===== config.mk =====
export PLATFORM = sky130hd
export DESIGN_NAME = parity_frame_acc
export DESIGN_NICKNAME = d
export VERILOG_FILES = /design/src/rtl/parity_frame_acc_pkg.sv /design/src/rtl/parity_frame_acc_word.sv /design/src/rtl/parity_frame_acc.sv
export SDC_FILE = /design/constraint.sdc
export NUM_CORES = 1
export LEC_CHECK = 0
export ABC_CLOCK_PERIOD_IN_PS = 2870
export CAP_MARGIN = 15
export CELL_PAD_IN_SITES_DETAIL_PLACEMENT = 0
export CELL_PAD_IN_SITES_GLOBAL_PLACEMENT = 1
export CORE_MARGIN = 1
export CORE_UTILIZATION = 35
export DETAILED_ROUTE_END_ITERATION = 10
export PLACE_DENSITY_LB_ADDON = 0.1
export SYNTH_ARGS = -nofsm -noshare
export SYNTH_HDL_FRONTEND = slang
export SYNTH_SLANG_ARGS = --single-unit

===== constraint.sdc =====
create_clock -name clk -period 2.87 [get_ports clk]
set_input_delay 0.574 -clock clk [delete_from_list [all_inputs] [get_ports clk]]
set_output_delay 0.574 -clock clk [all_outputs]
set_load 0.05 [all_outputs]

===== src/rtl/parity_frame_acc_pkg.sv =====
// Shared definitions for the streaming parity frame accumulator.
//   - state_e        : accumulator FSM states (ACC collects words, DONE holds a result)
//   - PAR_N          : default data word width
//   - PAR_MAX_WORDS  : default maximum words per frame before force-close
package parity_frame_acc_pkg;

  typedef enum logic {
    ST_ACC  = 1'b0,
    ST_DONE = 1'b1
  } state_e;

  localparam int PAR_N         = 44;
  localparam int PAR_MAX_WORDS = 16;

endpackage : parity_frame_acc_pkg


===== src/rtl/parity_frame_acc_word.sv =====
// Word parity: combinational XOR reduction of one N-bit word to a single bit.
// Shared by the frame accumulator and the downstream checker block.
//   data_i   in  N  word to reduce
//   parity_o out 1  XOR of all bits of data_i (1 = odd number of ones)
module parity_frame_acc_word
  import parity_frame_acc_pkg::*;
#(
  parameter int N = PAR_N
) (
  input  logic [N-1:0] data_i,
  output logic         parity_o
);

  assign parity_o = ^data_i;

endmodule : parity_frame_acc_word


===== src/rtl/parity_frame_acc.sv =====
// Streaming parity accumulator. Consumes N-bit words over a valid/ready stream,
// grouped into frames closed by s_last or by reaching MAX_WORDS, and emits one
// registered result per frame: frame parity (even/odd selectable), column
// parity (LRC), word count, truncation flag and an optional LRC compare.
//   clk, rst                 rising-edge clock, synchronous active-high reset
//   s_valid/s_ready/s_data   input word stream
//   s_last                   word closes the frame
//   odd_sel                  odd parity select, taken on the frame's first beat
//   chk_en/chk_lrc           LRC compare enable/expected value, taken on the closing beat
//   m_valid/m_ready          result handshake
//   m_parity/m_lrc/m_count   frame parity, column parity, words in frame
//   m_trunc                  frame was closed by MAX_WORDS rather than s_last
//   m_err                    chk_en && (m_lrc != chk_lrc)
module parity_frame_acc
  import parity_frame_acc_pkg::*;
#(
  parameter int N         = PAR_N,
  parameter int MAX_WORDS = PAR_MAX_WORDS,
  parameter int CW        = $clog2(MAX_WORDS + 1)
) (
  input  logic          clk,
  input  logic          rst,
  input  logic          s_valid,
  output logic          s_ready,
  input  logic [N-1:0]  s_data,
  input  logic          s_last,
  input  logic          odd_sel,
  input  logic          chk_en,
  input  logic [N-1:0]  chk_lrc,
  output logic          m_valid,
  input  logic          m_ready,
  output logic          m_parity,
  output logic [N-1:0]  m_lrc,
  output logic [CW-1:0] m_count,
  output logic          m_trunc,
  output logic          m_err
);

  state_e        state_q, state_d;
  logic [N-1:0]  lrc_q, lrc_d;
  logic [CW-1:0] cnt_q, cnt_d;
  logic          odd_q, odd_d;

  logic          par_q, par_d;
  logic [N-1:0]  m_lrc_q, m_lrc_d;
  logic [CW-1:0] m_count_q, m_count_d;
  logic          trunc_q, trunc_d;
  logic          err_q, err_d;

  logic          in_beat;
  logic          out_beat;
  logic [N-1:0]  lrc_upd;
  logic [CW-1:0] cnt_upd;
  logic          odd_eff;
  logic          closing;
  logic          word_par;

  // While a result is held, the input is only open in the cycle the result is
  // taken, so the next frame's first word can overlap the output beat.
  assign s_ready  = (state_q == ST_ACC) || m_ready;
  assign m_valid  = (state_q == ST_DONE);
  assign in_beat  = s_valid && s_ready;
  assign out_beat = m_valid && m_ready;

  // Accumulators are always clear while in DONE, so the same update path
  // serves both a mid-frame word and a first word accepted during DONE.
  assign lrc_upd = lrc_q ^ s_data;
  assign cnt_upd = cnt_q + CW'(1);
  assign odd_eff = (cnt_q == '0) ? odd_sel : odd_q;
  assign closing = s_last || (cnt_upd == CW'(MAX_WORDS));

  // Parity of all bits in the frame equals the parity of its column parity.
  parity_frame_acc_word #(.N(N)) u_word (
    .data_i   (lrc_upd),
    .parity_o (word_par)
  );

  always_comb begin
    // NOTE: every signal gets a hold default first so no path leaves a
    // variable unassigned, which would otherwise infer a latch.
    state_d   = state_q;
    lrc_d     = lrc_q;
    cnt_d     = cnt_q;
    odd_d     = odd_q;
    par_d     = par_q;
    m_lrc_d   = m_lrc_q;
    m_count_d = m_count_q;
    trunc_d   = trunc_q;
    err_d     = err_q;

    if (in_beat) begin
      if (closing) begin
        state_d   = ST_DONE;
        par_d     = word_par ^ odd_eff;
        m_lrc_d   = lrc_upd;
        m_count_d = cnt_upd;
        trunc_d   = !s_last;
        err_d     = chk_en && (lrc_upd != chk_lrc);
        lrc_d     = '0;
        cnt_d     = '0;
        odd_d     = 1'b0;
      end else begin
        state_d = ST_ACC;
        lrc_d   = lrc_upd;
        cnt_d   = cnt_upd;
        odd_d   = odd_eff;
      end
    end else if (out_beat) begin
      state_d = ST_ACC;
    end
  end

  always_ff @(posedge clk) begin
    // NOTE: state registers use non-blocking assignments so every flop samples
    // pre-edge values, independent of statement order.
    if (rst) begin
      state_q   <= ST_ACC;
      lrc_q     <= '0;
      cnt_q     <= '0;
      odd_q     <= 1'b0;
      par_q     <= 1'b0;
      m_lrc_q   <= '0;
      m_count_q <= '0;
      trunc_q   <= 1'b0;
      err_q     <= 1'b0;
    end else begin
      state_q   <= state_d;
      lrc_q     <= lrc_d;
      cnt_q     <= cnt_d;
      odd_q     <= odd_d;
      par_q     <= par_d;
      m_lrc_q   <= m_lrc_d;
      m_count_q <= m_count_d;
      trunc_q   <= trunc_d;
      err_q     <= err_d;
    end
  end

  assign m_parity = par_q;
  assign m_lrc    = m_lrc_q;
  assign m_count  = m_count_q;
  assign m_trunc  = trunc_q;
  assign m_err    = err_q;

endmodule : parity_frame_acc


; Word level (Yosys, flattened, before mapping)
; Index checks and enable logic that the tools add are counted.
[op_classes]
n_addsub = 1
n_eq_ne = 2
mux = 7
bitwise = 3
n_reduce_logical = 10
[ops]
columns = op, count
row1 = 2-to-1 mux 44 bit, 1
row2 = != test 44 bit, 1
row3 = XOR reduction 44 bit, 1
row4 = XOR 44 bit, 1
row5 = "adder 5 x 1 -> 5 bit, second input constant", 1
row6 = "equality test 5 bit, second input constant", 1
row7 = logical NOT 5 bit, 1
row8 = 2-to-1 mux 1 bit, 5
row9 = 2-to-1 mux 5 bit, 1
row10 = logical AND 1 bit, 3
row11 = logical OR 1 bit, 2
row12 = AND reduction 2 bit, 1
row13 = nonzero test 2 bit, 1
row14 = logical NOT 1 bit, 1
row15 = inverter 1 bit, 1
row16 = XOR 1 bit, 1
[totals]
reg_bits = 103
out_inout_bits = 54

; Logic depth before layout (Yosys ltp)
[depth]
depth_word = 5
depth_mapped = 9
depth_no_buf = 8

; Cells and area by module
; From an unflattened synthesis, not the netlist that was laid out.
[unflattened]
cells_unflattened = 623
area_unflattened_um2 = 5715.5
[modules_own_cells]
columns = mod, instances, cells_each, area_per_inst_um2, seq_area_each_um2
row1 = parity_frame_acc, 1, 581, 5333.9, 2062.0
row2 = parity_frame_acc_word, 1, 42, 381.6, 0.0

; Worst setup path after synthesis
; Ideal clock, no wire load.
[synth_timing]
path_type = input-to-reg
startpoint = in m_ready
endpoint = reg cnt_q[0]
setup_time_ps = 128
arrival_time_ps = 2345
setup_slack_ps = 398
cell_stages = 8
cell_sequence = nand2b_1 > and2_1 > clkbuf_1 > o21ai_0 > nand2b_1 > clkbuf_1 > clkbuf_1 > nor2_1
[synth_between]
elab_chain_len = 2
[synth_rtl]
columns = item, line_no
row1 = "start, declared", parity_frame_acc.sv:31  ; input logic m_ready,
row2 = logical OR 1 bit, parity_frame_acc.sv:60  ; assign s_ready = (state_q == ST_ACC) || m_ready;
row3 = logical AND 1 bit, parity_frame_acc.sv:62  ; assign in_beat = s_valid && s_ready;
row4 = "end signal, assigned", parity_frame_acc.sv:129  ; cnt_q <= cnt_d;
row5 = "end, declared", parity_frame_acc.sv:41  ; logic [CW-1:0] cnt_q, cnt_d;
; No other way between the ends.
; A chain may end at the register's enable or synchronous reset.

; Worst setup path after layout
[layout_timing]
startpoint = in s_data[28]
endpoint = reg par_q, in the netlist m_parity
[layout_between]
elab_chain_len = 3
[layout_rtl]
columns = item, line_no
row1 = "start, declared", parity_frame_acc.sv:25  ; input logic [N-1:0] s_data,
row2 = XOR 44 bit, parity_frame_acc.sv:67  ; assign lrc_upd = lrc_q ^ s_data;
row3 = XOR reduction 44 bit, parity_frame_acc_word.sv:14  ; assign parity_o = ^data_i;
row4 = XOR 1 bit, parity_frame_acc.sv:94  ; par_d = word_par ^ odd_eff;
row5 = "end signal, assigned", parity_frame_acc.sv:131  ; par_q <= par_d;
row6 = "end, declared", parity_frame_acc.sv:44  ; logic par_q, par_d;
; No other way between the ends.

==> flow_metrics.py <==
metrics = {
    "synthesis": {
        "synth-seq-cells": 103,
        "synth_fp_nets": 674,
        "synth.area.top_cells": "dfxtp_1 (40%), xor2_1 (14%), xnor2_1 (13%), nor2_1 (8.6%), a211oi_1 (4.6%)",
        "synth-xor-area-share_pct": 33.5,
        "synth_cell_types": 31,
        "synth-simple-area-share_pct": 16.9,
        "syn_avg_cell_area_sq_um": 8.97,
        "syn_area_sq_um": 5170,
        "yosys_warnings": 0,
        "synth_top_area_share_pct": 39.9,
        "synth-compound-area-share_pct": 6.65,
        "synth_largest_area_cell": "dfxtp_1",
        "yosys-mux-area-fraction_pct": 0.193,
        "synthAdderAreaFrac_pct": 0.484,
        "synth_top_family_by_area": "XOR/XNOR gates",
        "netlist_instances": 577,
        "synth-seq-area-share_pct": 39.9,
    },
    "timing": {
        "worst_hold_slack_ps": 463,
        "slew_headroom_pct": 54.3,
        "setup_slack_ps": 189,
        "rsz0062_at_grt": "no",
        "fmax_mhz": 373,
        "min_period_ps": 2680,
        "skew_ps": 6.90,
        "finalCritPeriodShare_pct": 93.4,
        "finalMaxSlewViolations": 0,
        "hold_violations": 0,
        "setup_viol": 0,
        "worst_slew_pin_slew_ps": 686,
    },
    "critical_path": {
        "ff2ff_path_depth": 8,
        "reg2reg_from": "cnt_q[0]",
        "crit_path_end_kind": "flip-flop",
        "path_max_fanout": 3,
        "criticalPathCategory": "input port to flip-flop",
        "r2r-end": "m_parity",
        "start_kind": "input port",
        "r2r_setup_slack_ps": 470,
        "cp_data_required_time_ps": 3140,
        "arrival_ps": 2950,
    },
    "pwr": {
        "p_clk_share_pct": 27.4,
        "power_frac_seq_pct": 36.7,
        "pwr-share-comb_pct": 35.9,
        "pwr_density_cell_nw_per_um2": 591,
        "power.leakage_uw": 0.00285,
        "switching_share_pct": 31.8,
        "ir_worst_vdd_mv": 0.639,
        "p_int_uw": 2990,
        "switching_power_uw": 1390,
    },
    "placed_design": {
        "routabilityCongestion": 0.796,
        "port_buffers": 148,
        "dp.cells": 918,
        "hpwl_microns": 11000,
        "post-place-ws_ps": -226,
        "placed_cell_area_sq_um": 7120,
    },
    "layout": {
        "drive_above_1_share_pct": 10.3,
        "final_cell_mix": "clkdlybuf4s50_1 (146), nor2_1 (118), dfxtp_1 (103)",
        "n_antenna_cell": 0,
        "finalInstanceArea_sq_um": 7400,
        "final_common_cell": "clkdlybuf4s50_1",
        "final_cells": 933,
        "syn_to_final_growth_pct": 43.1,
        "fillCellCount": 1364,
        "nets": 842,
    },
    "clock_tree": {
        "htree_levels": 3,
        "clock_latency_ps": 350,
        "clock_sinks": 103,
        "post_cts_buffers": 0,
        "cts.hold.buffers_added": 0,
        "clockBufferDepth": 2,
        "root_buffer": "clkbuf_16",
        "post_cts_resized": 0,
        "cts_tree": "done",
        "cts-buffers-inserted": 9,
        "clk_pin_slew_ps": 70,
    },
    "grt": {
        "grt_max_degree": 56,
        "grt_busiest_layer": "met2",
        "grt.met2_usage_pct": 32.9,
        "grt_pass1_wl_microns": 22700,
        "antenna_found_initial": 1,
        "use_met3_pct": 7.01,
        "grt_pass1_vias": 4283,
        "overflow": 0,
        "grtUsageMet1_pct": 25.4,
        "track_usage_pct": 20.1,
    },
    "worst_hold_path": {
        "min-delay-start": "m_count[1]",
        "holdPathStages": 2,
        "whs_endpoint": "m_count[1]",
        "hp-class": "flip-flop to flip-flop",
    },
    "detailed_routing": {
        "drt_pass1_iterations": 4,
        "wl_microns": 14700,
        "drc": 0,
        "postRouteAntennaNets": 0,
        "wire_per_inst_microns": 15.8,
        "drt_iter0_drc": 162,
        "via_count": 4286,
        "drt-vias-per-instance": 4.59,
    },
    "die": {
        "ioPinCount": 149,
        "start_util_pct": 35.7,
        "die_y_microns": 124,
        "dieArea_sq_um": 15300,
        "core_area_sq_um": 14500,
        "rows": 44,
        "fp.dieW_microns": 124,
    },
    "run_status": {
        "run_status": "complete, no violations",
    },
    "flow_run": {
        "maxCapViolations": 0,
    },
}
critical path: stages:
cell	delay, ps
clkdlybuf4s50_1	440
xnor2_1	370
xnor2_1	250
xnor2_2	200
xnor2_1	150
xnor2_1	290
xnor3_1	470
a211oi_2	210
Yosys cell counts, drive strengths merged:
cell type / count
nand4b: 1
nand2: 53
and2: 1
xnor2: 85
a21oi: 9
o211ai: 1
clkbuf: 26
dfxtp: 103
inv: 2
nor2: 119
nor4: 8
or4: 1
a22oi: 1
nand3: 4
o21ai: 2
a211oi: 33
xnor3: 4
mux2i: 1
nand2b: 2
nor3: 19
a21o: 1
nand4: 3
o21a: 1
ha: 2
xor2: 89
buf: 4
a31oi: 1
nor4b: 1
kinds of logic after synthesis:
group                    after synthesis
adder cells (fa/ha/maj)                2
buffers and inverters                 32
flip-flops                           103
AND/OR/NAND/NOR                      212
AO/OA/AOI/OAI                         49
multiplexers                           1
XOR/XNOR                             178
per-layer routing:
metal / routed length (microns) / up-vias
li1: - / 2192
met2: 6800 / 105
met5: 13 / -
met1: 6700 / 1974
met4: 149 / 2
met3: 1070 / 13
stage by stage:
stage	TNS, ps	total power [uW]	util [%]
after detailed placement	-341	3220	49.2
after global routing	0	4590	51.1
after CTS	0	4440	51.1
final	0	4370	51.1
after global placement	-306	3200	49.2
after floorplan	0	2670	-
registers in the layout (all words and copies together) (netlist names):
register and cells:
lrc_q 44, m_count 5, cnt_q 5, m_lrc 44, m_trunc 1, m_valid 1, m_err 1, odd_q 1
m_parity 1
layout make-up:
| type | count | area, sq um | share of cell area (%) |
|---|---|---|---|
| Multi-Input combinational cell | 442 | 3000 | 40.6 |
| Sequential cell | 103 | 2060 | 27.9 |
| Timing Repair Buffer | 187 | 1820 | 24.5 |
| Clock buffer | 12 | 267 | 3.60 |
| Tap cell | 184 | 230 | 3.11 |
| Clock inverter | 3 | 17.5 | 0.237 |
| Inverter | 2 | 7.51 | 0.101 |
how the worst max path moves through the flow:
| stage | start | end | slack, ps | cells past startpoint |
|---|---|---|---|---|
| 6_report | s_data[28] | m_parity | 190 | 8 |
| 5_1_grt | s_data[28] | m_parity | 90 | 8 |
| 4_1_cts | s_data[7] | m_err | 160 | 9 |
| 3_5_place_dp | s_data[7] | m_err | -230 | 9 |
| 3_3_place_gp | s_data[24] | m_err | -180 | 9 |
| 2_1_floorplan | m_ready | cnt_q[0] | 400 | 8 |
power by group through the flow:
stage | Sequential, uW | Combinational, uW | Clock (uW)
after floorplan | 1820 | 854 | 0
after global placement | 1640 | 1570 | 0
after detailed placement | 1640 | 1580 | 0
after CTS | 1610 | 1590 | 1240
after global routing | 1620 | 1680 | 1290
final | 1610 | 1570 | 1200
Note: power is estimated with default switching activity, not from simulation.
